<file path="src/rtl/universal_dreg_pkg.sv">
// Shared types for the universal_dreg register bank: the operation-select encoding.
package universal_dreg_pkg;

  typedef enum logic [2:0] {
    MODE_HOLD = 3'd0,
    MODE_LOAD = 3'd1,
    MODE_SHL  = 3'd2,
    MODE_SHR  = 3'd3,
    MODE_ROL  = 3'd4,
    MODE_ROR  = 3'd5,
    MODE_INV  = 3'd6,
    MODE_CLR  = 3'd7
  } mode_t;

endpackage

</file>
<file path="src/rtl/universal_dreg_next.sv">
// Combinational next-state selector for universal_dreg; enable and reset are applied by the caller.
module universal_dreg_next
  import universal_dreg_pkg::*;
#(
  parameter int unsigned      WIDTH       = 4,
  parameter logic [WIDTH-1:0] RESET_VALUE = '0
) (
  input  logic [WIDTH-1:0] q_i,
  input  mode_t            mode_i,
  input  logic [WIDTH-1:0] data_i,
  input  logic             serial_in_l_i,
  input  logic             serial_in_r_i,
  output logic [WIDTH-1:0] q_next_o
);

  // Serial and parallel inputs only reach the result in their own mode.
  always_comb begin
    q_next_o = q_i;
    case (mode_i)
      MODE_HOLD: q_next_o = q_i;
      MODE_LOAD: q_next_o = data_i;
      MODE_SHL:  q_next_o = {q_i[WIDTH-2:0], serial_in_r_i};
      MODE_SHR:  q_next_o = {serial_in_l_i, q_i[WIDTH-1:1]};
      MODE_ROL:  q_next_o = {q_i[WIDTH-2:0], q_i[WIDTH-1]};
      MODE_ROR:  q_next_o = {q_i[0], q_i[WIDTH-1:1]};
      MODE_INV:  q_next_o = ~q_i;
      MODE_CLR:  q_next_o = RESET_VALUE;
    endcase
  end

endmodule

</file>
<file path="src/rtl/universal_dreg.sv">
// WIDTH-bit mode-selected register with serial ends, complement output and a change-indicator pulse.
module universal_dreg
  import universal_dreg_pkg::*;
#(
  parameter int unsigned      WIDTH       = 4,
  parameter logic [WIDTH-1:0] RESET_VALUE = '0
) (
  input  logic             input_clock,
  input  logic             input_reset,
  input  logic             enable,
  input  logic [2:0]       mode,
  input  logic [WIDTH-1:0] data_in,
  input  logic             serial_in_l,
  input  logic             serial_in_r,
  output logic [WIDTH-1:0] q,
  output logic [WIDTH-1:0] q_n,
  output logic             serial_out_l,
  output logic             serial_out_r,
  output logic             busy_pulse
);

  // Declaration initialisers give the power-up state without a reset edge.
  logic [WIDTH-1:0] q_q = RESET_VALUE;
  logic             busy_q = 1'b0;
  logic [WIDTH-1:0] q_next;
  logic [WIDTH-1:0] q_d;
  logic             busy_d;

  universal_dreg_next #(
    .WIDTH       (WIDTH),
    .RESET_VALUE (RESET_VALUE)
  ) u_next (
    .q_i           (q_q),
    .mode_i        (mode_t'(mode)),
    .data_i        (data_in),
    .serial_in_l_i (serial_in_l),
    .serial_in_r_i (serial_in_r),
    .q_next_o      (q_next)
  );

  always_comb begin
    q_d    = q_q;
    busy_d = 1'b0;
    if (enable) begin
      q_d    = q_next;
      busy_d = (q_next != q_q);
    end
  end

  always_ff @(posedge input_clock) begin
    if (input_reset) begin
      q_q    <= RESET_VALUE;
      busy_q <= 1'b0;
    end else begin
      q_q    <= q_d;
      busy_q <= busy_d;
    end
  end

  assign q            = q_q;
  assign q_n          = ~q_q;
  assign serial_out_l = q_q[WIDTH-1];
  assign serial_out_r = q_q[0];
  assign busy_pulse   = busy_q;

endmodule

</file>
<file path="config.mk">
export PLATFORM = sky130hd
export DESIGN_NAME = universal_dreg
export DESIGN_NICKNAME = d
export VERILOG_FILES = /design/src/rtl/universal_dreg_pkg.sv /design/src/rtl/universal_dreg_next.sv /design/src/rtl/universal_dreg.sv
export SDC_FILE = /design/constraint.sdc
export NUM_CORES = 1
export LEC_CHECK = 0
export BUFFER_PORTS_ARGS = -buffer_cell sky130_fd_sc_hd__buf_2
export CAP_MARGIN = 20
export CORE_MARGIN = 3
export CORE_UTILIZATION = 30
export DETAILED_ROUTE_END_ITERATION = 7
export PLACE_DENSITY = 0.62
export SKIP_CTS_REPAIR_TIMING = 1
export SLEW_MARGIN = 20
export SYNTH_ARGS = -nofsm -noshare
export SYNTH_HDL_FRONTEND = slang
export SYNTH_SLANG_ARGS = --single-unit
</file>
<file path="constraint.sdc">
create_clock -name input_clock -period 1.82 [get_ports input_clock]
set_input_delay 0.273 -clock input_clock [delete_from_list [all_inputs] [get_ports input_clock]]
set_output_delay 0.273 -clock input_clock [all_outputs]
set_load 0.02 [all_outputs]
</file>
==> metrics.cfg, run 1 <==
[outcome]
status = completed

[die]
dieArea_um2 = 2698
pin_count = 23
core_area_um2 = 1858
rows = 15
start_util_pct = 34.07
die_w_um = 51.94
die_h_um = 51.94

[critical_path]
critical-path-max-stage-delay_ns = 0.49
arrival_ns = 1.84
path_class = reg -> reg
cp-start-kind = register
path_max_fanout = 8
cp_top_family = compound AO/OA/AOI/OAI gates
r2r_cells = 5
critPathBufInv = 1
slowest_stage = dfxtp_1
crit_cells = 5
path_cells = inv_1 > o21a_1 > a311oi_1 > nand4_1 > o311a_1
crit_required_ns = 1.95
end_kind = register

[sta]
drv_slew = 0
rsz0062_at_grt = no
setup_tns_ns = 0
hold_viol_final = 0
max_freq_mhz = 587.8
whs_ns = 0.2974
timing.final.crit_period_ns = 1.701
tightestPinTransition_ns = 0.3054
timing.slew.headroom_pct = 79.61
skew_ns = 0.005943
period_share_pct = 93.47
setup_violations = 0

[finish]
fillCellCount = 199
nets = 121
antennaDiodeCount = 0
drive_above_1_share_pct = 36.11
area_delta_synth_final_pct = 25.49

[routing]
vias_per_cell = 5.263
drt.antenna.violating_nets = 0
wl_per_cell_um = 13.22
drc_errors = 0
drtIter0Drc = 20
vias = 700
dr.pass1.iters = 5
wirelength_mm = 1.758

[placed_design]
dp_hpwl_mm = 1.375
globalplace.congestion = 0.8786
portBuffers = 22

[synthesis]
yosys-top-cells-area = dfxtp_1 16%, nor2_1 5.9%, buf_2 4.7%
muxShareOfSynthArea_pct = 4.941
netlist_instances = 85
synth_top_area_share_pct = 15.81
ys.flop_type = dfxtp_1
synth_top_family_by_area = compound AO/OA/AOI/OAI gates
synth-compound-area-share_pct = 40.32
synth_fa_ha_area_share_pct = 0
synth_xor_area_share_pct = 5.534
yosys_warnings = 0
seq_area_frac_synth_pct = 15.81
synth_area_um2 = 633.1
synthSimpleGateAreaFrac_pct = 17.39
synth_nets = 97
ys_seq_elements = 5
synth_edf_count = 0
ys_async_sr_fraction_pct = 0
syn_avg_cell_area_um2 = 7.448
synthDistinctLibCells = 33
synth_largest_area_cell = dfxtp_1

[clocking]
cts_buffers = 3
cts_buffer_depth = 2
cts_tree = built
clock-sinks = 5
clk_latency_ns = 0.25
clk_pin_slew_ns = 0.05
h-tree-depth = 1
cts.root.buffer_cell = clkbuf_4

[power_and_ir_drop]
power_density_nw_per_um2 = 591.4
p_leak_nw = 0.3722
ir_drop_v = 0.0006182
p_total_uw = 469.9

[flow_run]
max_cap_violations = 0

[global_routing]
grt-ovfl-total = 0
grt.total_usage_pct = 13.99
grt_pass1_vias = 645
grt_max_degree = 13
antenna_found_initial = 0
grt_pass1_wl_mm = 2.849

[hold_path]
hold_path_class = in -> reg
hold-path-cell-count = 2

area by class of cell:
cell class	instances	area [µm²]	area share, %
multi-input cells	61	431.7	54.33
repair buffers	31	177.7	22.36
flip-flops and latches	5	101.3	12.76
well taps	25	31.28	3.937
clock buffers	4	26.28	3.307
inverters	7	26.28	3.307
Yosys cell counts (3+ instances only):
cell      number
buf_4          4
a21oi_1        4
o211a_1        3
buf_2          6
nor3_1         3
a311oi_1       3
nor2_1        10
inv_1          6
nand2_1        5
dfxtp_1        5
o21ai_0        5
kinds of logic after synthesis:
| group | Yosys count |
|---|---|
| AOI/OAI and AO/OA | 30 |
| DFF | 5 |
| muxes | 3 |
| and+or+nand+nor | 24 |
| xor gates and xnor gates | 4 |
| buffers and inverters | 19 |
per-layer routing:
metal,up-vias,wire length (µm),track usage [%]
met5,-,0,0
met1,314,791,18.73
li1,353,-,-
met3,0,191,6.017
met4,0,0,1.310
met2,33,774,21.34
power by group:
| part | leakage (nW) | internal, mW | switching, mW |
|---|---|---|---|
| combinational | 0.316 | 0.0894 | 0.114 |
| clock | 0.0150 | 0.0830 | 0.0472 |
| sequential | 0.0417 | 0.119 | 0.0168 |
| total | 0.372 | 0.292 | 0.178 |
metrics by stage:
| step | area, µm² | cells | utilization, % | setup WS (ns) |
|---|---|---|---|---|
| after floorplan | 633.1 | 85 | - | 0.05066 |
| after global placement | 767.0 | 129 | 41.28 | 0.05859 |
| after detailed placement | 767.0 | 129 | 41.28 | 0.05629 |
| after CTS | 793.3 | 133 | 42.69 | 0.09339 |
| after global routing | 794.5 | 133 | 42.76 | 0.01268 |
| final | 794.5 | 133 | 42.76 | 0.1189 |
state kept, by name (all words and copies together), names as in the netlist:
signal      count
busy_pulse      1
q               4
path summary, 6_finish.rpt:
kind	from	end	slack, ns
worst min register to register	q[0]	q[0]	0.64
worst min-delay path	enable	q[0]	0.30
worst max-delay path	q[1]	busy_pulse	0.12
worst max register to register	q[1]	busy_pulse	0.12
cell usage in the layout, fill, tap and decap left out, types with 3 or more instances in the layout:
master,synthesis,final
inv_1,6,6
clkbuf_4,0,3
a311oi_1,3,3
buf_2,6,22
o211a_1,3,3
dfxtp_1,5,4
a21oi_1,4,4
o21ai_0,5,5
nand2_1,5,5
nor2_1,10,10
buf_4,4,9
nor3_1,3,3
Power figures use the tool's default switching activity.
==> run 2: changes to the inputs <==
--- a/config.mk
+++ b/config.mk
@@ -9,6 +9,7 @@
 export CAP_MARGIN = 20
 export CORE_MARGIN = 3
 export CORE_UTILIZATION = 30
+export CTS_BUF_LIST = sky130_fd_sc_hd__clkbuf_8 sky130_fd_sc_hd__clkbuf_16
 export DETAILED_ROUTE_END_ITERATION = 7
 export PLACE_DENSITY = 0.62
 export SKIP_CTS_REPAIR_TIMING = 1
==> run 2 against run 1 <==
Compared with the run above: utilization is 1.0 points higher; wire length is 2.7% lower; hold slack better by 0.022 ns; combinational power hardly changed; final cell count stayed put; design area is 2.4% higher; clock skew is 0.0030 ns lower; critical path depth is 1 higher; first-iteration DRC count is 5.0% lower; total power is 15% higher.
==> metrics.cfg, run 2 (same netlist as run 1, synthesis figures left out) <==
[outcome]
status = completed

[routing]
top_layer_used = met3
vias_per_cell = 5.248
met2_length_um = 754
dr.pass1.iters = 4
wl_met1_um = 753
wl_per_cell_um = 12.86
wirelength_mm = 1.710
drc_errors = 0
vias = 698
wl_met3_um = 201
drt.antenna.violating_nets = 0
drtIter0Drc = 19

[finish]
final_cells = 133
mostFrequentLayoutCell = buf_2
drive_above_1_share_pct = 36.11
nets = 121
layout_common_cells = 22 x buf_2, 10 x nor2_1, 9 x buf_4
largest_register_ffs = 4
antennaDiodeCount = 0
area_delta_synth_final_pct = 28.46

[power_and_ir_drop]
p_int_uw = 353.7
ir_drop_v = 0.0005340
p_leak_nw = 0.3842
switching_share_pct = 34.32
power_density_nw_per_um2 = 662.1
seq_power_share_pct = 25.3
p_clk_share_pct = 37.1
power_frac_comb_pct = 37.6
switching_power_uw = 184.8

[clocking]
h-tree-depth = 1
clk_latency_ns = 0.22
clk_pin_slew_ns = 0.04
clock-sinks = 5
cts_tree = built
cts_buffers = 3
cts_buffer_depth = 2
cts.root.buffer_cell = clkbuf_8

[global_routing]
antenna_found_initial = 0
grt-ovfl-total = 0
grt.total_usage_pct = 14.11
grt_pass1_wl_mm = 2.877
grt_pass1_vias = 650
grt_max_degree = 13

[sta]
period_share_pct = 92.32
timing.slew.headroom_pct = 79.87
tightestPinTransition_ns = 0.3015
setup_slack_ns = 0.1398
rsz0062_at_grt = no
setup_tns_ns = 0
timing.final.crit_period_ns = 1.680
drv_slew = 0
max_freq_mhz = 595.2
hold_viol_final = 0
skew_ns = 0.002903
setup_violations = 0

[critical_path]
path_class = reg -> reg
path_max_fanout = 8
cp_top_family = compound AO/OA/AOI/OAI gates
end_kind = register
critPathBufInv = 2
crit_cells = 6
crit_required_ns = 1.93
arrival_ns = 1.79
cp-start-kind = register
slowest_stage = dfxtp_1
critical-path-max-stage-delay_ns = 0.39
path_cells = inv_1 > buf_4 > nor2_1 > a211oi_2 > mux2_1 > o311a_1
crit_path_start = q[1]
r2r_cells = 6
timing.rr.start = q[1]

[die]
dieArea_um2 = 2698
pin_count = 23
core_area_um2 = 1858
die_h_um = 51.94
die_w_um = 51.94
start_util_pct = 34.07
rows = 15

[hold_path]
hold-path-cell-count = 2
hp-start = enable
hold_path_class = in -> reg

[placed_design]
portBuffers = 22
globalplace.congestion = 0.8786
placedCellCount = 129
dpl_worst_slack_ns = 0.05629
dp_hpwl_mm = 1.375

[flow_run]
max_cap_violations = 0

run 2: changes by cell type in the layout (fill, tap and decap cells not counted), sizes merged:
cell,change
inv,+1
clkbuf,-1
run 2: through the flow:
step | hold slack [ns] | power, mW | instance area [µm²] | utilization, %
3_5_place_dp | 0.5487 | 0.3402 | 767.0 | 41.28
5_1_grt | 0.3317 | 0.5804 | 813.3 | 43.77
4_1_cts | 0.3156 | 0.5438 | 812.0 | 43.70
2_1_floorplan | 0.3624 | 0.2807 | 633.1 | -
6_report | 0.3189 | 0.5384 | 813.3 | 43.77
3_3_place_gp | 0.5345 | 0.3370 | 767.0 | 41.28
run 2: path summary, 6_finish.rpt:
| kind | end | slack (ns) |
|---|---|---|
| max | busy_pulse | 0.14 |
| min reg2reg | q[0] | 0.64 |
| max reg2reg | busy_pulse | 0.14 |
| min | q[0] | 0.32 |
run 2: routing by layer:
| metal | vias up | GRT usage, % |
|---|---|---|
| li1 | 354 | - |
| met1 | 310 | 18.73 |
| met2 | 34 | 21.76 |
| met3 | 0 | 6.017 |
| met4 | 0 | 1.310 |
| met5 | - | 0 |
run 2: final cells by class:
class	instances	area (µm²)
Multi-Input combinational cell	61	431.7
Clock inverter	1	3.754
Sequential cell	5	101.3
Fill cell	196	1045
Inverter	7	26.28
Tap cell	25	31.28
Timing Repair Buffer	31	177.7
Clock buffer	3	41.29
run 2: power groups by stage:
stage / clock network, mW / registers (mW) / logic (mW)
floorplan: 0 / 0.138 / 0.143
global placement: 0 / 0.138 / 0.199
detailed placement: 0 / 0.138 / 0.202
CTS: 0.205 / 0.136 / 0.203
global route: 0.219 / 0.139 / 0.223
finish: 0.200 / 0.136 / 0.202
